<file path="src/rtl/ghost_chase.sv">
// ghost_chase: per-frame ghost movement controller for a maze game.
//   frame_clk            : one rising edge per video frame
//   Reset                : asynchronous, active-high; returns the ghost to its start
//   PacX/PacY/PacDir     : player top-left position and heading (0 up,1 left,2 down,3 right,4 idle)
//   WallUp/Down/Left/Right : wall present one pixel beyond the ghost's current edge
//   GhostX/GhostY        : ghost top-left position
//   GhostDir             : ghost heading, same encoding as PacDir
//   Mode                 : 0 SCATTER, 1 CHASE, 2 CAUGHT
//   Caught               : high while Mode is CAUGHT
module ghost_chase #(
  parameter int GHOST_X_START  = 480,
  parameter int GHOST_Y_START  = 230,
  parameter int STEP           = 2,
  parameter int SIZE           = 16,
  parameter int SCATTER_FRAMES = 140,
  parameter int CHASE_FRAMES   = 420
) (
  input  logic       frame_clk,
  input  logic       Reset,
  input  logic [9:0] PacX,
  input  logic [9:0] PacY,
  input  logic [2:0] PacDir,
  input  logic       WallUp,
  input  logic       WallDown,
  input  logic       WallLeft,
  input  logic       WallRight,
  output logic [9:0] GhostX,
  output logic [9:0] GhostY,
  output logic [2:0] GhostDir,
  output logic [1:0] Mode,
  output logic       Caught
);

  localparam logic [2:0] DIR_UP    = 3'd0;
  localparam logic [2:0] DIR_LEFT  = 3'd1;
  localparam logic [2:0] DIR_DOWN  = 3'd2;
  localparam logic [2:0] DIR_RIGHT = 3'd3;
  localparam logic [2:0] DIR_IDLE  = 3'd4;

  localparam logic signed [11:0] X_MAX   = 12'(640 - SIZE);
  localparam logic signed [11:0] Y_MAX   = 12'(480 - SIZE);
  localparam logic signed [11:0] TGT_MAX = 12'sd624;
  localparam logic signed [11:0] TGT_OFS = 12'sd32;
  localparam logic signed [11:0] STEP_S  = 12'(STEP);
  localparam logic signed [11:0] SIZE_S  = 12'(SIZE);
  localparam logic [9:0]         SCATTER_TGT = 10'd16;

  typedef enum logic [1:0] {
    SCATTER = 2'd0,
    CHASE   = 2'd1,
    CAUGHT  = 2'd2
  } state_t;

  state_t      r_state;
  logic [15:0] r_cnt;
  logic [9:0]  r_x;
  logic [9:0]  r_y;
  logic [2:0]  r_dir;

  // Opposite heading; idle has no opposite.
  function automatic logic [2:0] f_rev(input logic [2:0] d);
    if (d[2]) return DIR_IDLE;
    return {1'b0, d[1:0] + 2'd2};
  endfunction

  // walls is indexed by heading: bit0 up, bit1 left, bit2 down, bit3 right.
  function automatic logic f_blocked(input logic [2:0] d, input logic [3:0] walls);
    if (d[2]) return 1'b1;
    return walls[d[1:0]];
  endfunction

  function automatic logic signed [11:0] f_abs(input logic signed [11:0] v);
    return v[11] ? -v : v;
  endfunction

  function automatic logic [9:0] f_sat(input logic signed [11:0] v,
                                       input logic signed [11:0] hi);
    if (v < 12'sd0) return 10'd0;
    if (v > hi)     return hi[9:0];
    return v[9:0];
  endfunction

  logic [3:0]         w_walls;
  logic signed [10:0] w_ovx, w_ovy;
  logic               w_overlap;
  logic               w_timeout;
  logic signed [11:0] w_tx_raw, w_ty_raw;
  logic [9:0]         w_tx, w_ty;
  logic signed [10:0] w_dx, w_dy;
  logic               w_x_primary;
  logic [2:0]         w_x_tow, w_y_tow, w_pri, w_sec;
  logic [2:0]         w_cand [4];
  logic [2:0]         w_rev;
  logic               w_rev_ok;
  logic [2:0]         w_choice;
  logic               w_found;
  logic signed [11:0] w_nx_raw, w_ny_raw;
  logic [9:0]         w_nx, w_ny;

  assign w_walls = {WallRight, WallDown, WallLeft, WallUp};

  // Catch test on the raw positions, before any move this frame.
  assign w_ovx     = $signed({1'b0, r_x}) - $signed({1'b0, PacX});
  assign w_ovy     = $signed({1'b0, r_y}) - $signed({1'b0, PacY});
  assign w_overlap = (f_abs({w_ovx[10], w_ovx}) < SIZE_S) &&
                     (f_abs({w_ovy[10], w_ovy}) < SIZE_S);

  assign w_timeout = ((r_state == SCATTER) && (r_cnt == 16'(SCATTER_FRAMES - 1))) ||
                     ((r_state == CHASE)   && (r_cnt == 16'(CHASE_FRAMES - 1)));

  // Chase target: player position pushed 32 px ahead of its heading.
  always_comb begin
    w_tx_raw = $signed({2'b00, PacX});
    w_ty_raw = $signed({2'b00, PacY});
    case (PacDir)
      DIR_UP:    w_ty_raw = w_ty_raw - TGT_OFS;
      DIR_LEFT:  w_tx_raw = w_tx_raw - TGT_OFS;
      DIR_DOWN:  w_ty_raw = w_ty_raw + TGT_OFS;
      DIR_RIGHT: w_tx_raw = w_tx_raw + TGT_OFS;
      default:   ;
    endcase
  end

  assign w_tx = (r_state == CHASE) ? f_sat(w_tx_raw, TGT_MAX) : SCATTER_TGT;
  assign w_ty = (r_state == CHASE) ? f_sat(w_ty_raw, TGT_MAX) : SCATTER_TGT;

  assign w_dx        = $signed({1'b0, w_tx}) - $signed({1'b0, r_x});
  assign w_dy        = $signed({1'b0, w_ty}) - $signed({1'b0, r_y});
  assign w_x_primary = f_abs({w_dx[10], w_dx}) >= f_abs({w_dy[10], w_dy});
  // A zero delta counts as "toward" in the positive direction.
  assign w_x_tow     = w_dx[10] ? DIR_LEFT : DIR_RIGHT;
  assign w_y_tow     = w_dy[10] ? DIR_UP   : DIR_DOWN;
  assign w_pri       = w_x_primary ? w_x_tow : w_y_tow;
  assign w_sec       = w_x_primary ? w_y_tow : w_x_tow;

  assign w_rev    = f_rev(r_dir);
  assign w_rev_ok = (r_dir != DIR_IDLE) && !f_blocked(w_rev, w_walls);

  // First open non-reversing candidate wins; reversing only as a last resort.
  always_comb begin
    w_cand[0] = w_pri;
    w_cand[1] = w_sec;
    w_cand[2] = f_rev(w_sec);
    w_cand[3] = f_rev(w_pri);
    w_choice  = DIR_IDLE;
    w_found   = 1'b0;
    for (int i = 0; i < 4; i++) begin
      if (!w_found && !f_blocked(w_cand[i], w_walls) && (w_cand[i] != w_rev)) begin
        w_choice = w_cand[i];
        w_found  = 1'b1;
      end
    end
    if (!w_found && w_rev_ok) w_choice = w_rev;
  end

  // Move along the chosen heading this same frame, clamped to the screen.
  always_comb begin
    w_nx_raw = $signed({2'b00, r_x});
    w_ny_raw = $signed({2'b00, r_y});
    case (w_choice)
      DIR_UP:    w_ny_raw = w_ny_raw - STEP_S;
      DIR_LEFT:  w_nx_raw = w_nx_raw - STEP_S;
      DIR_DOWN:  w_ny_raw = w_ny_raw + STEP_S;
      DIR_RIGHT: w_nx_raw = w_nx_raw + STEP_S;
      default:   ;
    endcase
  end

  assign w_nx = f_sat(w_nx_raw, X_MAX);
  assign w_ny = f_sat(w_ny_raw, Y_MAX);

  always_ff @(posedge frame_clk or posedge Reset) begin
    if (Reset) begin
      r_state <= SCATTER;
      r_cnt   <= 16'd0;
      r_x     <= 10'(GHOST_X_START);
      r_y     <= 10'(GHOST_Y_START);
      r_dir   <= DIR_IDLE;
    end else begin
      case (r_state)
        CAUGHT: r_dir <= DIR_IDLE;
        default: begin
          if (w_overlap) begin
            // Catch wins over the mode timer; the ghost stops where it is.
            r_state <= CAUGHT;
            r_cnt   <= 16'd0;
            r_dir   <= DIR_IDLE;
          end else if (w_timeout) begin
            // Mode flip: turn around if possible, no movement this frame.
            r_state <= (r_state == SCATTER) ? CHASE : SCATTER;
            r_cnt   <= 16'd0;
            if (w_rev_ok) r_dir <= w_rev;
          end else begin
            r_cnt <= r_cnt + 16'd1;
            r_dir <= w_choice;
            r_x   <= w_nx;
            r_y   <= w_ny;
          end
        end
      endcase
    end
  end

  assign GhostX   = r_x;
  assign GhostY   = r_y;
  assign GhostDir = r_dir;
  assign Mode     = r_state;
  assign Caught   = (r_state == CAUGHT);

endmodule

</file>
<file path="config.mk">
export PLATFORM = sky130hd
export DESIGN_NAME = ghost_chase
export DESIGN_NICKNAME = d
export VERILOG_FILES = /design/src/rtl/ghost_chase.sv
export SDC_FILE = /design/constraint.sdc
export NUM_CORES = 1
export LEC_CHECK = 0
export CAP_MARGIN = 20
export CORE_MARGIN = 3
export CORE_UTILIZATION = 65
export CTS_CLUSTER_SIZE = 16
export DETAILED_ROUTE_END_ITERATION = 6
export GPL_ROUTABILITY_DRIVEN = 0
export PLACE_DENSITY_LB_ADDON = 0.15
export SLEW_MARGIN = 20
export SYNTH_ARGS = -nofsm -noshare
export SYNTH_HDL_FRONTEND = slang
export SYNTH_SLANG_ARGS = --single-unit
</file>
<file path="constraint.sdc">
create_clock -name frame_clk -period 18.7 [get_ports frame_clk]
set_input_delay 3.74 -clock frame_clk [delete_from_list [all_inputs] [get_ports frame_clk]]
set_output_delay 3.74 -clock frame_clk [all_outputs]
set_load 0.02 [all_outputs]
</file>
==> flow_summary_export.csv <==
group,metric,value,unit
worst_setup_path,cp_slowest_cell,"clkdlybuf4s50_1",
cells_and_area,n_fill_cell,752,
logic_synthesis,yosysSeqAreaShare,14.8,%
logic_synthesis,yosys_warnings,0,
worst_setup_path,crit_path_frequent_cell,"nor3_1",
logic_synthesis,synth-main-ff-cell,"dfrtp_1",
timing,clock.fmax,81.6,MHz
logic_synthesis,avgSynthCellArea,7.52,µm²
drt,drtIter0Drc,650,
timing,setup_violations,0,
worst_setup_path,cp-end-kind,"register",
worst_setup_path,required,18.94,ns
timing,rsz0062_at_grt,"false",
die,rows,36,
cells_and_area,num-nets-final,1025,
logic_synthesis,synth_area,6680,µm²
outcome,run_status,"finished, violations left",
cts,clock_latency,0.30,ns
timing,fin_crit,12.26,ns
die,start_util,67.7,%
pwr,p_leak,3.10,nW
worst_setup_path,crit_cells,33,
timing,finalSetupTns,0,ns
cells_and_area,finish.utilization,74.7,%
worst_setup_path,crit_buf_inv,1,
logic_synthesis,async_reset_ff_share,100,%
grt,antenna_found_initial,0,
worst_hold_path,hold_path.class,"register to register",
cells_and_area,multi_input_area,5370,µm²
cells_and_area,drive_gt1_share,7.08,%
timing,tightest_slew,0.925,ns
die,ios,55,
worst_setup_path,worstPathArrival,12.50,ns
grt,grt_pass1_wl,31800,µm
grt,grt_max_degree,40,
pwr,power_frac_comb,79.5,%
cts,htree_levels,2,
worst_setup_path,max_stage_delay,0.70,ns
die,coreArea,9860,µm²
pwr,clockPowerShare,5.1,%
worst_setup_path,crit_family,"simple AND/OR/NAND/NOR gates",
drt,drt_first_pass_iters,7,
pwr,swShare,55.6,%
cts,numCtsBuffers,5,
logic_synthesis,synth_edf_count,0,
cts,max-clock-path-buffers,2,
cts,path_clk_slew,0.09,ns
drt,drc,4,
pwr,ir_drop,97.8,µV
cts,cts_root_buf,"clkbuf_8",
pwr,power,1.22,mW
logic_synthesis,synthCells,889,
pwr,intPower,540,µW
grt,groute.usage.overall,33.2,%
logic_synthesis,synth.distinct_cells,98,
die,fp.dieW,107,µm
worst_setup_path,r2r-start,"Mode[0]$_DFFE_PP0P_",
cells_and_area,syn2layout_area_growth,10.3,%
drt,wl_per_cell,18.5,µm
worst_setup_path,regToRegEndpoint,"GhostY[2]$_DFFE_PP1P_",
timing,fin_crit_sh,65.5,%
grt,grt_pass1_vias,6835,
cells_and_area,seqCellArea,988,µm²
cts,cts_setup_buffers,0,
worst_setup_path,ff2ff_path_depth,28,
drt,viasPerCell,6.96,
timing,slew_headroom,37.8,%
worst_setup_path,rrSetupSlack,10.39,ns
pwr,power_frac_seq,15.5,%
cts,cts_resized,0,
worst_setup_path,path_class,"primary input to register",
cells_and_area,insertedDiodeCount,0,
timing,drv_slew,0,
worst_setup_path,critPathCapture,"GhostY[2]$_DFFE_PP1P_",
flow_run,maxCapViolations,0,
worst_setup_path,critPathLaunch,"PacDir[1]",
timing,finClkSkew,0.00525,ns
drt,ant_nets,0,
logic_synthesis,ys_ff_latch,39,
worst_setup_path,cp_max_fo,13,
pwr,power.density,165,nW/µm²
drt,vias,7415,
cts,cts_tree,"yes",
drt,routed_wl,19700,µm
grt,grt-ovfl-total,0,
placement,dp_hpwl,15300,µm
timing,hold_viol,0,
outcome,violations,"DRC",
timing,hold_ws,0.560,ns
pwr,power_switching,677,µW
placement,numPortBuffers,52,
worst_setup_path,start_kind,"primary input",
die,die_area,11500,µm²
cts,hold_buffers,0,
die,fp.dieH,107,µm
cts,clock-sinks,39,
## kinds of logic (layout without fill, tap and decap cells)
family	after synthesis	in the layout	share of synthesized area (%)
and+or+nand+nor	365	365	28.4
DFF	39	39	14.8
adders and majority gates	65	65	12.6
AOI/OAI and AO/OA	262	262	28.4
buffers and inverters	80	119	5.06
xor gates and xnor gates	59	59	7.73
muxes	17	17	2.87
other	2	6	0.112
## worst min-delay path by stage
stage	startpoint	end	slack [ns]	cells after the start
6_report	r_cnt[3]$_DFFE_PP0N_	r_cnt[3]$_DFFE_PP0N_	0.56	1
2_1_floorplan	r_cnt[3]$_DFFE_PP0N_	r_cnt[3]$_DFFE_PP0N_	0.49	1
3_5_place_dp	r_cnt[3]$_DFFE_PP0N_	r_cnt[3]$_DFFE_PP0N_	0.53	1
5_1_grt	r_cnt[3]$_DFFE_PP0N_	r_cnt[3]$_DFFE_PP0N_	0.57	1
4_1_cts	r_cnt[3]$_DFFE_PP0N_	r_cnt[3]$_DFFE_PP0N_	0.55	1
3_3_place_gp	r_cnt[1]$_DFFE_PP0N_	r_cnt[1]$_DFFE_PP0N_	0.52	2
## state kept, by name, summed over array words and instances, names as in the netlist
| signal | cells |
|---|---|
| r_cnt | 16 |
| GhostX | 9 |
| GhostY | 9 |
| GhostDir | 3 |
| Mode | 2 |
## metal layers
layer  GRT usage (%)  part of all wire, %  wire length, µm
met5               0                    0                0
met4            14.6                  4.5              882
met3            5.64                  9.0             1770
met2            53.8                   45             8860
met1            43.4                   42             8190
## power groups by stage
stage / Clock (mW) / Sequential (mW) / Combinational, mW
finish: 0.0615 / 0.188 / 0.967
global route: 0.0642 / 0.193 / 1.06
CTS: 0.0619 / 0.184 / 0.942
detailed placement: 0 / 0.185 / 0.935
global placement: 0 / 0.183 / 0.895
floorplan: 0 / 0.184 / 0.711
## synthesized netlist by cell type (all sizes together) (5+ instances only)
cell	number	area, µm²
a31oi	10	83.8
ha	61	763
nand4	21	131
xor2	17	149
nor2b	12	75.1
mux2	7	78.8
o31a	5	43.8
o21bai	5	41.3
a211oi	15	123
or3	11	68.8
o31ai	14	105
o21ai	49	264
and3	11	68.8
mux2i	9	90.1
a21o	20	151
buf	13	86.3
clkbuf	11	41.3
nand3	36	193
nand2	68	255
a22o	6	52.6
a21boi	6	48.8
dfrtp	29	726
dfstp	10	263
nor2	87	344
or2	6	37.5
or4	6	45.0
o21a	13	97.6
a21oi	57	285
nor3	45	241
o211ai	5	37.5
inv	54	203
a311oi	5	43.8
o2111ai	7	67.6
nor4	23	150
and2	8	51.3
nand2b	15	93.8
xnor2	42	368
## layout make-up
class | count | share of cell area, %
multi-input combinational | 774 | 72.9
sequential | 39 | 13.4
timing repair buffer | 55 | 7.37
inverter | 56 | 2.85
tap | 133 | 2.26
clock buffer | 5 | 0.933
clock inverter | 3 | 0.322
## metrics by stage
stage          cells  setup WS, ns  instance area, µm²
2_1_floorplan    893          7.91                6700
3_3_place_gp    1057          6.85                7280
3_5_place_dp    1057          6.33                7280
4_1_cts         1065          6.62                7370
5_1_grt         1065          5.94                7370
6_report        1065          6.44                7370
## worst register-to-register path, delay by kind of cell, from the launching register on
kind,cells,cell delay (ns)
adders and majority gates,2,0.66
muxes,2,0.83
DFF,1,0.46
AOI/OAI and AO/OA,12,2.79
and+or+nand+nor,11,3.35
xor gates and xnor gates,1,0.13
## layout by cell type (no fill, tap or decap), drive strengths merged, types with 10 or more instances in the layout
master         count
nand4             21
nor2b             12
and3              11
a211oi            15
xnor2             42
nor3              45
nand3             36
xor2              17
nor4              23
dfrtp             29
nand2             68
a31oi             10
a21o              20
nor2              87
clkdlybuf4s50     52
a21oi             57
o31ai             14
o21a              13
ha                61
inv               55
dfstp             10
or3               11
nand2b            15
o21ai             49
Power figures use the tool's default switching activity.
